File: config.mk
export PLATFORM = sky130hd
export DESIGN_NAME = divider_flat
export DESIGN_NICKNAME = d
export VERILOG_FILES = /design/src/rtl/div_pkg.sv /design/src/rtl/divider_if.sv /design/src/rtl/div_step.sv /design/src/rtl/divider.sv /design/src/flat_wrapper.sv
export SDC_FILE = /design/constraint.sdc
export NUM_CORES = 1
export LEC_CHECK = 0
export CORE_ASPECT_RATIO = 0.75
export CORE_MARGIN = 8
export CORE_UTILIZATION = 30
export CTS_CLUSTER_SIZE = 12
export DETAILED_ROUTE_END_ITERATION = 7
export PLACE_DENSITY = 0.44
export SYNTH_ARGS = -nofsm -noshare
export SYNTH_HDL_FRONTEND = slang
export SYNTH_SLANG_ARGS = --single-unit
File: constraint.sdc
create_clock -name clk -period 8.7 [get_ports clk]
set_clock_uncertainty 0.15 [all_clocks]
set_input_delay 1.74 -clock clk [delete_from_list [all_inputs] [get_ports clk]]
set_output_delay 1.74 -clock clk [all_outputs]
set_load 0.02 [all_outputs]
File: src/rtl/div_pkg.sv
// Shared types and constants for the sequential signed divider.
package div_pkg;

    localparam int DIV_WIDTH_DEFAULT = 32;

    // Operand pattern of the one quotient that cannot be represented: MIN / -1.
    localparam logic [DIV_WIDTH_DEFAULT-1:0] DIV_OVF_DIVIDEND = 32'h8000_0000;
    localparam logic [DIV_WIDTH_DEFAULT-1:0] DIV_OVF_DIVISOR  = 32'hFFFF_FFFF;

    typedef enum logic [1:0] {
        IDLE = 2'd0,
        RUN  = 2'd1,
        FIX  = 2'd2
    } div_state_t;

endpackage

File: src/rtl/divider_if.sv
// Start/done handshake and operand/result bundle for the divider.
interface divider_if
    import div_pkg::*;
#(
    parameter int WIDTH = DIV_WIDTH_DEFAULT
) ();

    logic             start;
    logic [WIDTH-1:0] dividend;
    logic [WIDTH-1:0] divisor;
    logic [WIDTH-1:0] quotient;
    logic [WIDTH-1:0] remainder;
    logic             div_zero;
    logic             overflow;
    logic             busy;
    logic             done;

    modport master (
        output start, dividend, divisor,
        input  quotient, remainder, div_zero, overflow, busy, done
    );

    modport slave (
        input  start, dividend, divisor,
        output quotient, remainder, div_zero, overflow, busy, done
    );

endinterface

File: src/rtl/div_step.sv
// One combinational restoring-division step on unsigned magnitudes.
module div_step #(
    parameter int WIDTH = 32
) (
    input  logic [WIDTH-1:0] rem_in,
    input  logic             shift_in,
    input  logic [WIDTH-1:0] divisor,
    output logic [WIDTH-1:0] rem_out,
    output logic             q_bit
);

    logic [WIDTH:0] shifted;
    logic [WIDTH:0] trial;

    // Shift in the next dividend bit, trial-subtract, keep or restore.
    // The partial remainder is always below the divisor, so the shifted
    // value is below 2*divisor and the WIDTH+1-bit difference cannot wrap.
    always_comb begin
        shifted = {rem_in, shift_in};
        trial   = shifted - {1'b0, divisor};
        q_bit   = ~trial[WIDTH];
        rem_out = q_bit ? trial[WIDTH-1:0] : shifted[WIDTH-1:0];
    end

endmodule

File: src/rtl/divider.sv
// Multi-cycle signed divider: C semantics (truncate toward zero, remainder
// follows the dividend), fixed latency, div-by-zero and overflow flags.
module divider
    import div_pkg::*;
#(
    parameter int WIDTH = DIV_WIDTH_DEFAULT
) (
    input  logic       clk,
    input  logic       reset_n,
    divider_if.slave   bus
);

    localparam int CW = $clog2(WIDTH);
    localparam logic [WIDTH-1:0] MIN_VAL = {1'b1, {(WIDTH-1){1'b0}}};

    div_state_t       state_reg, state_next;
    logic [CW-1:0]    count_reg;
    logic [WIDTH-1:0] rem_reg;        // partial remainder magnitude
    logic [WIDTH-1:0] quo_reg;        // dividend bits shifting out, quotient bits shifting in
    logic [WIDTH-1:0] dvs_reg;        // divisor magnitude
    logic [WIDTH-1:0] dividend_reg;   // original dividend, returned on divide-by-zero
    logic             neg_q_reg;
    logic             neg_r_reg;
    logic             dz_reg;
    logic             ovf_reg;

    logic [WIDTH-1:0] quotient_reg;
    logic [WIDTH-1:0] remainder_reg;
    logic             div_zero_reg;
    logic             overflow_reg;
    logic             busy_reg;
    logic             done_reg;

    logic [WIDTH-1:0] step_rem;
    logic             step_bit;

    div_step #(.WIDTH(WIDTH)) u_step (
        .rem_in   (rem_reg),
        .shift_in (quo_reg[WIDTH-1]),
        .divisor  (dvs_reg),
        .rem_out  (step_rem),
        .q_bit    (step_bit)
    );

    // State register.
    always_ff @(posedge clk or negedge reset_n) begin
        if (!reset_n) state_reg <= IDLE;
        else          state_reg <= state_next;
    end

    // Next-state: start only honoured in IDLE, WIDTH steps in RUN, one FIX cycle.
    always_comb begin
        state_next = state_reg;
        case (state_reg)
            IDLE:    if (bus.start) state_next = RUN;
            RUN:     if (count_reg == CW'(WIDTH-1)) state_next = FIX;
            FIX:     state_next = IDLE;
            default: state_next = IDLE;
        endcase
    end

    // Operand capture (magnitudes via WIDTH+1-bit negate so MIN is exact) and iteration.
    always_ff @(posedge clk or negedge reset_n) begin
        if (!reset_n) begin
            count_reg    <= '0;
            rem_reg      <= '0;
            quo_reg      <= '0;
            dvs_reg      <= '0;
            dividend_reg <= '0;
            neg_q_reg    <= 1'b0;
            neg_r_reg    <= 1'b0;
            dz_reg       <= 1'b0;
            ovf_reg      <= 1'b0;
        end else begin
            case (state_reg)
                IDLE: begin
                    if (bus.start) begin
                        quo_reg      <= bus.dividend[WIDTH-1]
                                        ? WIDTH'(-{bus.dividend[WIDTH-1], bus.dividend})
                                        : bus.dividend;
                        dvs_reg      <= bus.divisor[WIDTH-1]
                                        ? WIDTH'(-{bus.divisor[WIDTH-1], bus.divisor})
                                        : bus.divisor;
                        dividend_reg <= bus.dividend;
                        neg_q_reg    <= bus.dividend[WIDTH-1] ^ bus.divisor[WIDTH-1];
                        neg_r_reg    <= bus.dividend[WIDTH-1];
                        dz_reg       <= (bus.divisor == '0);
                        ovf_reg      <= (bus.dividend == MIN_VAL) && (bus.divisor == '1);
                        rem_reg      <= '0;
                        count_reg    <= '0;
                    end
                end
                RUN: begin
                    rem_reg   <= step_rem;
                    quo_reg   <= {quo_reg[WIDTH-2:0], step_bit};
                    count_reg <= count_reg + 1'b1;
                end
                default: ;
            endcase
        end
    end

    // Result registers: loaded only in FIX, otherwise hold the last result.
    always_ff @(posedge clk or negedge reset_n) begin
        if (!reset_n) begin
            quotient_reg  <= '0;
            remainder_reg <= '0;
            div_zero_reg  <= 1'b0;
            overflow_reg  <= 1'b0;
        end else if (state_reg == FIX) begin
            if (dz_reg) begin
                quotient_reg  <= '1;
                remainder_reg <= dividend_reg;
                div_zero_reg  <= 1'b1;
                overflow_reg  <= 1'b0;
            end else begin
                // MIN / -1 yields magnitude 2^(WIDTH-1) with positive sign,
                // which wraps naturally to MIN.
                quotient_reg  <= neg_q_reg ? -quo_reg : quo_reg;
                remainder_reg <= neg_r_reg ? -rem_reg : rem_reg;
                div_zero_reg  <= 1'b0;
                overflow_reg  <= ovf_reg;
            end
        end
    end

    // Status: busy tracks the non-IDLE states, done pulses on the FIX exit edge.
    always_ff @(posedge clk or negedge reset_n) begin
        if (!reset_n) begin
            busy_reg <= 1'b0;
            done_reg <= 1'b0;
        end else begin
            busy_reg <= (state_next != IDLE);
            done_reg <= (state_reg == FIX);
        end
    end

    assign bus.quotient  = quotient_reg;
    assign bus.remainder = remainder_reg;
    assign bus.div_zero  = div_zero_reg;
    assign bus.overflow  = overflow_reg;
    assign bus.busy      = busy_reg;
    assign bus.done      = done_reg;

endmodule

File: src/flat_wrapper.sv
// flat-port wrapper written by rule: the top's interface ports become plain ports
module divider_flat import div_pkg::*;
#(
    parameter int WIDTH = DIV_WIDTH_DEFAULT
)
  (clk, reset_n, bus_start, bus_dividend, bus_divisor, bus_quotient, bus_remainder, bus_div_zero, bus_overflow, bus_busy, bus_done);
  divider_if #(.WIDTH(WIDTH)) bus_i ();
  input  logic clk;
  input  logic reset_n;
  input wire logic [$bits(bus_i.start)-1:0] bus_start;
  input wire logic [$bits(bus_i.dividend)-1:0] bus_dividend;
  input wire logic [$bits(bus_i.divisor)-1:0] bus_divisor;
  output wire logic [$bits(bus_i.quotient)-1:0] bus_quotient;
  output wire logic [$bits(bus_i.remainder)-1:0] bus_remainder;
  output wire logic [$bits(bus_i.div_zero)-1:0] bus_div_zero;
  output wire logic [$bits(bus_i.overflow)-1:0] bus_overflow;
  output wire logic [$bits(bus_i.busy)-1:0] bus_busy;
  output wire logic [$bits(bus_i.done)-1:0] bus_done;
  assign bus_i.start = bus_start;
  assign bus_i.dividend = bus_dividend;
  assign bus_i.divisor = bus_divisor;
  assign bus_quotient = bus_i.quotient;
  assign bus_remainder = bus_i.remainder;
  assign bus_div_zero = bus_i.div_zero;
  assign bus_overflow = bus_i.overflow;
  assign bus_busy = bus_i.busy;
  assign bus_done = bus_i.done;
  divider #(.WIDTH(WIDTH)) u_core (.clk(clk), .reset_n(reset_n), .bus(bus_i));
endmodule
After elaboration in Yosys (flattened, before gate mapping)
Cells that the tools add are included.
{ "op_classes": {"n_addsub": 6, "n_eq_ne": 6, "muxes": 18, "n_bitwise": 2, "n_reduce_logical": 7} }
{ "ops": {"columns": ["op", "count"], "rows": [
  ["$mux W32", 9],
  ["$neg A32 Y32", 4],
  ["$pmux W32 S2", 2],
  ["$eq A32 B32 Y1 const B", 2],
  ["$sub A33 B32 Y33", 1],
  ["$logic_not A32 Y1", 1],
  ["$pmux W5 S2", 1],
  ["$add A5 B1 Y5 const B", 1],
  ["$eq A5 B5 Y1 const B", 1],
  ["$mux W5", 1],
  ["$mux W2", 2],
  ["$pmux W2 S2", 1],
  ["$reduce_and A2 Y1", 2],
  ["$reduce_bool A2 Y1", 2],
  ["$eq A2 B1 Y1 const B", 1],
  ["$eq A2 B2 Y1 const B", 1],
  ["$logic_not A2 Y1", 1],
  ["$mux W1", 2],
  ["$ne A2 B2 Y1 const B", 1],
  ["$logic_and A1 B1 Y1", 1],
  ["$not A1 Y1", 1],
  ["$xor A1 B1 Y1", 1]
]} }
{ "totals": {"register_bits": 207, "input_bits": 67, "output_inout_bits": 68, "wordCells": 55} }

Longest topological paths before layout
Gate-level depths: netlist of the first run.
{ "logic_depth": {"depth_word": 4, "ltp_mapped": 13, "depth_no_buf": 12} }

By module
A second synthesis of the first run with hierarchy kept.
{ "hier_totals": {"cells_unflattened": 1465, "area_unflattened_um2": 13193.9} }
{ "by_module_without_submodules": {"columns": ["module", "n_inst", "cells_per_inst", "area_each_um2", "seq_area_each_um2"], "rows": [
  ["divider", 1, 1159, 10827.9, 5154.9],
  ["div_step", 1, 306, 2366.0, 0.0]
]} }

Least setup slack after synthesis of the first run
Ideal clock, no wire load.
{ "synth_timing": {"path_type": "input -> register", "start": "input port bus_divisor[8]", "end": "register u_core.dvs_reg[27]", "setup_time_ps": 129, "t_arrival_ps": 4512, "required_time_ps": 8421, "slack_ps": 3908, "cell_stages": 9, "n_path_buf": 0, "cell_sequence": "or4_4 -> or3_1 -> or3_4 -> or3_4 -> or4_1 -> or3_4 -> o41ai_4 -> xor2_1 -> o21ai_1"} }
{ "synth_between": {"elab_chain_len": 2} }
{ "synth_rtl": {"columns": ["item", "line", "rtl"], "rows": [
  ["start, declared", "flat_wrapper.sv:12", "input wire logic [$bits(bus_i.divisor)-1:0] bus_divisor;"],
  ["$neg A32 Y32", "divider.sv:82", "? WIDTH'(-{bus.divisor[WIDTH-1], bus.divisor})"],
  ["$mux W32", "divider.sv:82", null],
  ["end signal, assigned", "divider.sv:81", "dvs_reg <= bus.divisor[WIDTH-1]"],
  ["end, declared", "divider.sv:20", "logic [WIDTH-1:0] dvs_reg;"]
]} }
Every way passes these cells.
A chain may end at the register's enable or synchronous reset.

Worst setup path after layout of the first run
Same ends and word-level chain as after synthesis.

==> results.cfg, run 1 <==
[status]
status = finished, final reports clean

[clock_network]
ctsResizeCount = 0
cts_setup_buffers = 0
cts_sinks = 206
clk_pin_slew_worst_paths_ns = 0.06
clk_path_buf_depth = 3
numCtsBuffers = 25
cts_tree = yes
ctsHoldBuffers = 0
insertion_delay_ns = 0.53
cts_root_buffer = clkbuf_16
htree_num_levels = 1

[yosys]
synth-seq-area-share_pct = 40.6
yosysWarnings = 0
ys_ff_latch = 206
synth_top_flop_cell = dfrtp_1
synth_most_common_cell = nand2_1
synth_top_cells_by_count = nand2_1, dfrtp_1, o21ai_0
syn-num-nets = 1604
syn_inst = 1497
synth_area_mm2 = 0.0127
yosysTopAreaCellShare_pct = 40.6
async_flop_share_pct = 100
avgSynthCellArea_um2 = 8.48
synthTopCellsByArea = dfrtp_1, o21ai_0, nand2_1
synth_edf_count = 0
ys_types = 60
yosysTopAreaCell = dfrtp_1

[sta]
finalSetupTns_ns = 0
fmax_mhz = 203
finalCritPeriodShare_pct = 56.7
rsz0062_at_grt = no
final-hold-violation-count = 0
finalCriticalPeriod_ns = 4.93
worst_pin_slew_ns = 1.22
hold_ws_ns = 0.324
relSlewSlack_pct = 18.5
slew_violations = 0
worst_slack_ns = 3.77
finalSetupViolations = 0

[routing]
drc_errors = 0
post_drt_wl_per_cell_um = 18.1
drtAntennaViolNets = 0
routed_wl_um = 39400
via_count = 10978
dr.pass1.iters = 5
viasPerCell = 5.05
drtIter0Drc = 685

[critical_path]
path_class = in2reg
regToRegStartpoint = u_core.quo_reg[31]$_DFFE_PN0P_
reg2reg_depth = 14
setup.worst_path.start_class = primary input
path_cells = clkdlybuf4s50_1, or4_4, or3_1, or3_4, or3_4, or4_1, or3_4, o41ai_4, xor2_1, o21ai_1
cp-end-kind = register
cp_max_fo = 4
cp_common_cell = or3_4
required_ns = 8.93
critPathArrivalTime_ns = 5.16
critPathMaxStageDelay_ns = 0.57
ff2ff_setup_slack_ns = 3.96
slowest_stage = or4_4
timing.rr.end = u_core.rem_reg[26]$_DFFE_PN0P_

[global_route]
grt_pass1_wl_um = 63300
grt_pass1_vias = 10890
grt-ovfl-total = 0
grt_usage_pct = 15.8
antenna_found_initial = 4
grt_max_degree = 107

[layout]
drive_gt1_share_pct = 5.29
fin_nets = 1696
area_growth_pct = 21.3

[placed_design]
hpwlAfterDp_um = 28500
gp_congestion = 0.824
dp_slack_ns = 3.21
port_buffers = 134

[worst_hold_path]
hold_start = u_core.dividend_reg[3]$_DFFE_PN0P_
min_to = u_core.dividend_reg[3]$_DFFE_PN0P_
min_path_cells = 2
hp-class = reg2reg

[power]
finalPower_mw = 5.94
powerDensity_mw_per_mm2 = 386
max-vdd-ir-drop_mv = 0.160
p_leak_nw = 6.55

[die]
die_height_um = 194
die_width_um = 254
fp-row-count = 65
die-area_mm2 = 0.0492
start_util_pct = 30.3
ios = 135
coreArea_mm2 = 0.0419

[job]
drv_cap = 0
==> stage by stage <==
step	utilization, %	cells	area [um^2]
after floorplan	-	1497	12700
after global placement	34.8	2131	14600
after detailed placement	34.8	2131	14600
after CTS	36.8	2175	15400
after global routing	36.8	2176	15400
final	36.8	2176	15400
==> critical path, delay by kind of cell <==
| kind | cells | cell delay (ns) |
|---|---|---|
| buf+inv | 1 | 0.48 |
| simple gates | 6 | 2.48 |
| compound gates | 2 | 0.29 |
| xor+xnor | 1 | 0.17 |
==> cell usage in the layout (no fill, tap or decap), types with 18 or more instances in the layout <==
master	count
nand2_1	250
dfrtp_1	205
o21ai_0	188
clkdlybuf4s50_1	133
a21oi_1	102
xor2_1	97
nor2_1	86
inv_1	47
xnor2_1	47
ha_1	39
o31ai_1	31
a22oi_1	31
nor2b_1	25
mux2i_1	25
clkbuf_16	25
nand3_1	20
nor3_1	18
==> where the power goes <==
part	switching [mW]	internal [mW]	total (mW)
Combinational	1.78	1.36	3.15
Sequential	0.421	1.33	1.75
Clock	0.430	0.613	1.04
Total	2.64	3.31	5.94
==> routing by layer <==
| metal | up-vias | GRT usage (%) | wire length (um) |
|---|---|---|---|
| met2 | 191 | 23.2 | 16600 |
| li1 | 5441 | - | - |
| met5 | - | 0 | 40 |
| met1 | 5292 | 23.7 | 20200 |
| met4 | 6 | 2.72 | 688 |
| met3 | 48 | 2.99 | 1850 |
==> worst max-delay path by stage <==
stage | start | end | slack, ns | cells after the start
final | bus_divisor[8] | u_core.dvs_reg[27]$_DFFE_PN0P_ | 3.77 | 10
after global routing | u_core.quo_reg[31]$_DFFE_PN0P_ | u_core.rem_reg[26]$_DFFE_PN0P_ | 3.66 | 14
after CTS | bus_divisor[8] | u_core.dvs_reg[27]$_DFFE_PN0P_ | 3.78 | 10
after detailed placement | bus_divisor[8] | u_core.dvs_reg[27]$_DFFE_PN0P_ | 3.21 | 10
after global placement | bus_divisor[8] | u_core.dvs_reg[27]$_DFFE_PN0P_ | 3.25 | 10
after floorplan | bus_divisor[8] | u_core.dvs_reg[27]$_DFFE_PN0P_ | 3.91 | 9
==> area by class of cell <==
type	instances	area, um^2
fillers	4402	26500
repair buffers	151	1470
diodes	1	2.50
multi-input cells	1157	7070
well taps	569	712
flip-flops and latches	206	5160
clock buffers	33	686
inverters	48	180
clock inverters	11	120
==> logic make-up (layout without fill, tap and decap cells) <==
group,count (synthesis),after routing,share of synthesized area (%)
xor gates and xnor gates,145,145,10.0
muxes,26,26,2.06
other,0,1,0
and+or+nand+nor,504,504,18.4
AOI/OAI and AO/OA,442,442,21.0
adders and majority gates,40,40,4.00
buffers and inverters,134,243,4.00
DFF,206,206,40.6
Note: power is estimated with default switching activity, not from simulation.
==> inputs of run 2 (changes only) <==
--- a/config.mk
+++ b/config.mk
@@ -10,7 +10,7 @@
 export CORE_UTILIZATION = 30
 export CTS_CLUSTER_SIZE = 12
 export DETAILED_ROUTE_END_ITERATION = 7
-export PLACE_DENSITY = 0.44
+export PLACE_DENSITY = 0.45
 export SYNTH_ARGS = -nofsm -noshare
 export SYNTH_HDL_FRONTEND = slang
 export SYNTH_SLANG_ARGS = --single-unit
==> constraint.sdc (replaced) <==
create_clock -name clk -period 4.4 [get_ports clk]
set_clock_uncertainty 0.15 [all_clocks]
set_input_delay 0.88 -clock clk [delete_from_list [all_inputs] [get_ports clk]]
set_output_delay 0.88 -clock clk [all_outputs]
set_load 0.02 [all_outputs]
==> results.cfg, run 2 (synthesis results as in run 1) <==
[status]
status = finished, final reports clean

[clock_network]
clk_pin_slew_worst_paths_ns = 0.06
cts_sinks = 206
ctsHoldBuffers = 0
cts_tree = yes
cts_root_buffer = clkbuf_16
ctsResizeCount = 0
insertion_delay_ns = 0.53
clk_path_buf_depth = 3
htree_num_levels = 1
cts_setup_buffers = 0
numCtsBuffers = 24

[layout]
mostFrequentLayoutCells = nand2_1, dfrtp_1, o21ai_0
final_common_cell = nand2_1
fin_nets = 1726
drive_gt1_share_pct = 7.21
area_growth_pct = 23.6
n_fill_cell = 4312

[job]
drv_cap = 0

[critical_path]
required_ns = 4.62
setup.worst_path.start_class = register
path_cells = inv_1, ha_1, fa_1, nor2b_1, o31ai_1, a21oi_1, a21bo_2, a21oi_1, o41ai_1, xor2_2, buf_4, mux2i_1, o21ai_0
slowest_stage = o41ai_1
cp_common_cell = a21oi_1
cp_max_fo = 13
reg2reg_depth = 13
ff2ff_setup_slack_ns = 0.32
cp_top_family = compound AO/OA/AOI/OAI gates
path_class = reg2reg
cp-end-kind = register
crit_end = u_core.rem_reg[2]$_DFFE_PN0P_
timing.rr.end = u_core.rem_reg[2]$_DFFE_PN0P_
cp.depth = 13
critPathMaxStageDelay_ns = 0.74
critPathArrivalTime_ns = 4.30
regToRegStartpoint = u_core.quo_reg[31]$_DFFE_PN0P_
crit_start = u_core.quo_reg[31]$_DFFE_PN0P_
critical_path_buf_inv_count = 2

[sta]
relSlewSlack_pct = 29.8
rsz0062_at_grt = no
fmax_mhz = 245
finalSetupTns_ns = 0
hold_ws_ns = 0.235
finalSetupViolations = 0
worst_pin_slew_ns = 1.05
slew_violations = 0
finalCriticalPeriod_ns = 4.08
final-hold-violation-count = 0
finalCritPeriodShare_pct = 92.7

[routing]
routed_wl_um = 39600
via_count = 11159
viasPerCell = 5.06
drc_errors = 0
dr.pass1.iters = 7
drtIter0Drc = 830
drtAntennaViolNets = 0
post_drt_wl_per_cell_um = 18.0

[die]
coreArea_mm2 = 0.0419
start_util_pct = 30.3
fp-row-count = 65
ios = 135
die-area_mm2 = 0.0492
die_height_um = 194
die_width_um = 254

[power]
powerDensity_mw_per_mm2 = 763
p_leak_nw = 6.75
max-vdd-ir-drop_mv = 0.300

[global_route]
grt_max_degree = 90
grt_usage_pct = 16.0
grt_pass1_vias = 11109
antenna_found_initial = 4
grt-ovfl-total = 0
grt_pass1_wl_um = 64300

[placed_design]
gp_congestion = 0.806
hpwlAfterDp_um = 29500
port_buffers = 134

[worst_hold_path]
hp-class = in2async
## run 2: cell count changes in the layout (fill, tap and decap cells not counted)
| cell | previous run | this run |
|---|---|---|
| buf_12 | 0 | 3 |
| clkinvlp_4 | 6 | 1 |
| clkbuf_1 | 5 | 2 |
| clkinv_2 | 3 | 5 |
| clkbuf_8 | 4 | 9 |
| buf_4 | 17 | 45 |
## run 2: worst min path at each step
stage               depth (start not counted)                                 from                             endpoint  slack [ns]
floorplan                                   2  u_core.dividend_reg[28]$_DFFE_PN0P_  u_core.dividend_reg[28]$_DFFE_PN0P_        0.29
detailed placement                          2  u_core.dividend_reg[30]$_DFFE_PN0P_  u_core.dividend_reg[30]$_DFFE_PN0P_        0.31
finish                                      1                              reset_n            u_core.bus.done$_DFF_PN0_        0.23
CTS                                         1                              reset_n            u_core.bus.done$_DFF_PN0_        0.28
global route                                1                              reset_n            u_core.bus.done$_DFF_PN0_        0.30
global placement                            2  u_core.dividend_reg[30]$_DFFE_PN0P_  u_core.dividend_reg[30]$_DFFE_PN0P_        0.30
## run 2: worst reg2reg max path: stages, from the launching register on
cell and delay [ns]:
dfrtp_1 0.37, inv_1 0.15, ha_1 0.29, fa_1 0.41, nor2b_1 0.16, o31ai_1 0.12
a21oi_1 0.28, a21bo_2 0.20, a21oi_1 0.13, o41ai_1 0.74, xor2_2 0.32, buf_4 0.31
mux2i_1 0.23, o21ai_0 0.09
## run 2: area by class of cell
class	count	area (um^2)	share of cell area, %
multi-input cells	1157	7070	45.0
flip-flops and latches	206	5160	32.8
repair buffers	182	1740	11.1
clock buffers	35	743	4.73
well taps	569	712	4.53
inverters	48	180	1.15
clock inverters	8	92.6	0.590
diodes	1	2.50	0.0159
## run 2: where the power goes
part / switching [mW] / leakage [nW] / internal [mW]
clock: 0.823 / 0.416 / 1.28
sequential: 0.869 / 2.63 / 2.63
combinational: 3.56 / 3.71 / 2.81
## run 2: metrics by stage
| step | cell area (um^2) | setup slack [ns] | power [mW] | std cells | utilization, % |
|---|---|---|---|---|---|
| after CTS | 15700 | 0.331 | 12.1 | 2205 | 37.5 |
| after floorplan | 12700 | 0.468 | 7.92 | 1497 | - |
| after detailed placement | 14900 | -0.0508 | 9.90 | 2162 | 35.5 |
| after global placement | 14900 | -0.0573 | 9.83 | 2162 | 35.5 |
| after global routing | 15700 | 0.00587 | 13.1 | 2205 | 37.5 |
| final | 15700 | 0.323 | 12.0 | 2206 | 37.5 |
## run 2: layer usage
metal	track usage, %	share of wire, %	vias to the layer above
met4	2.49	1.5	6
met5	0	0.096	-
met3	2.89	4.7	40
met2	23.9	43	202
li1	-	-	5512
met1	23.9	51	5399
==> inputs of run 3 (changes only) <==
==> constraint.sdc (replaced) <==
create_clock -name clk -period 4.4 [get_ports clk]
set_clock_uncertainty 0.15 [all_clocks]
set_input_delay 0.88 -clock clk [delete_from_list [all_inputs] [get_ports clk]]
set_output_delay 0.88 -clock clk [all_outputs]
set_load 0.005 [all_outputs]
==> results of run 3 <==
The final DEF is identical to that of run 2. Status: finished, final reports clean.
Among the figures that moved: total power 12.0 mW -> 11.9 mW
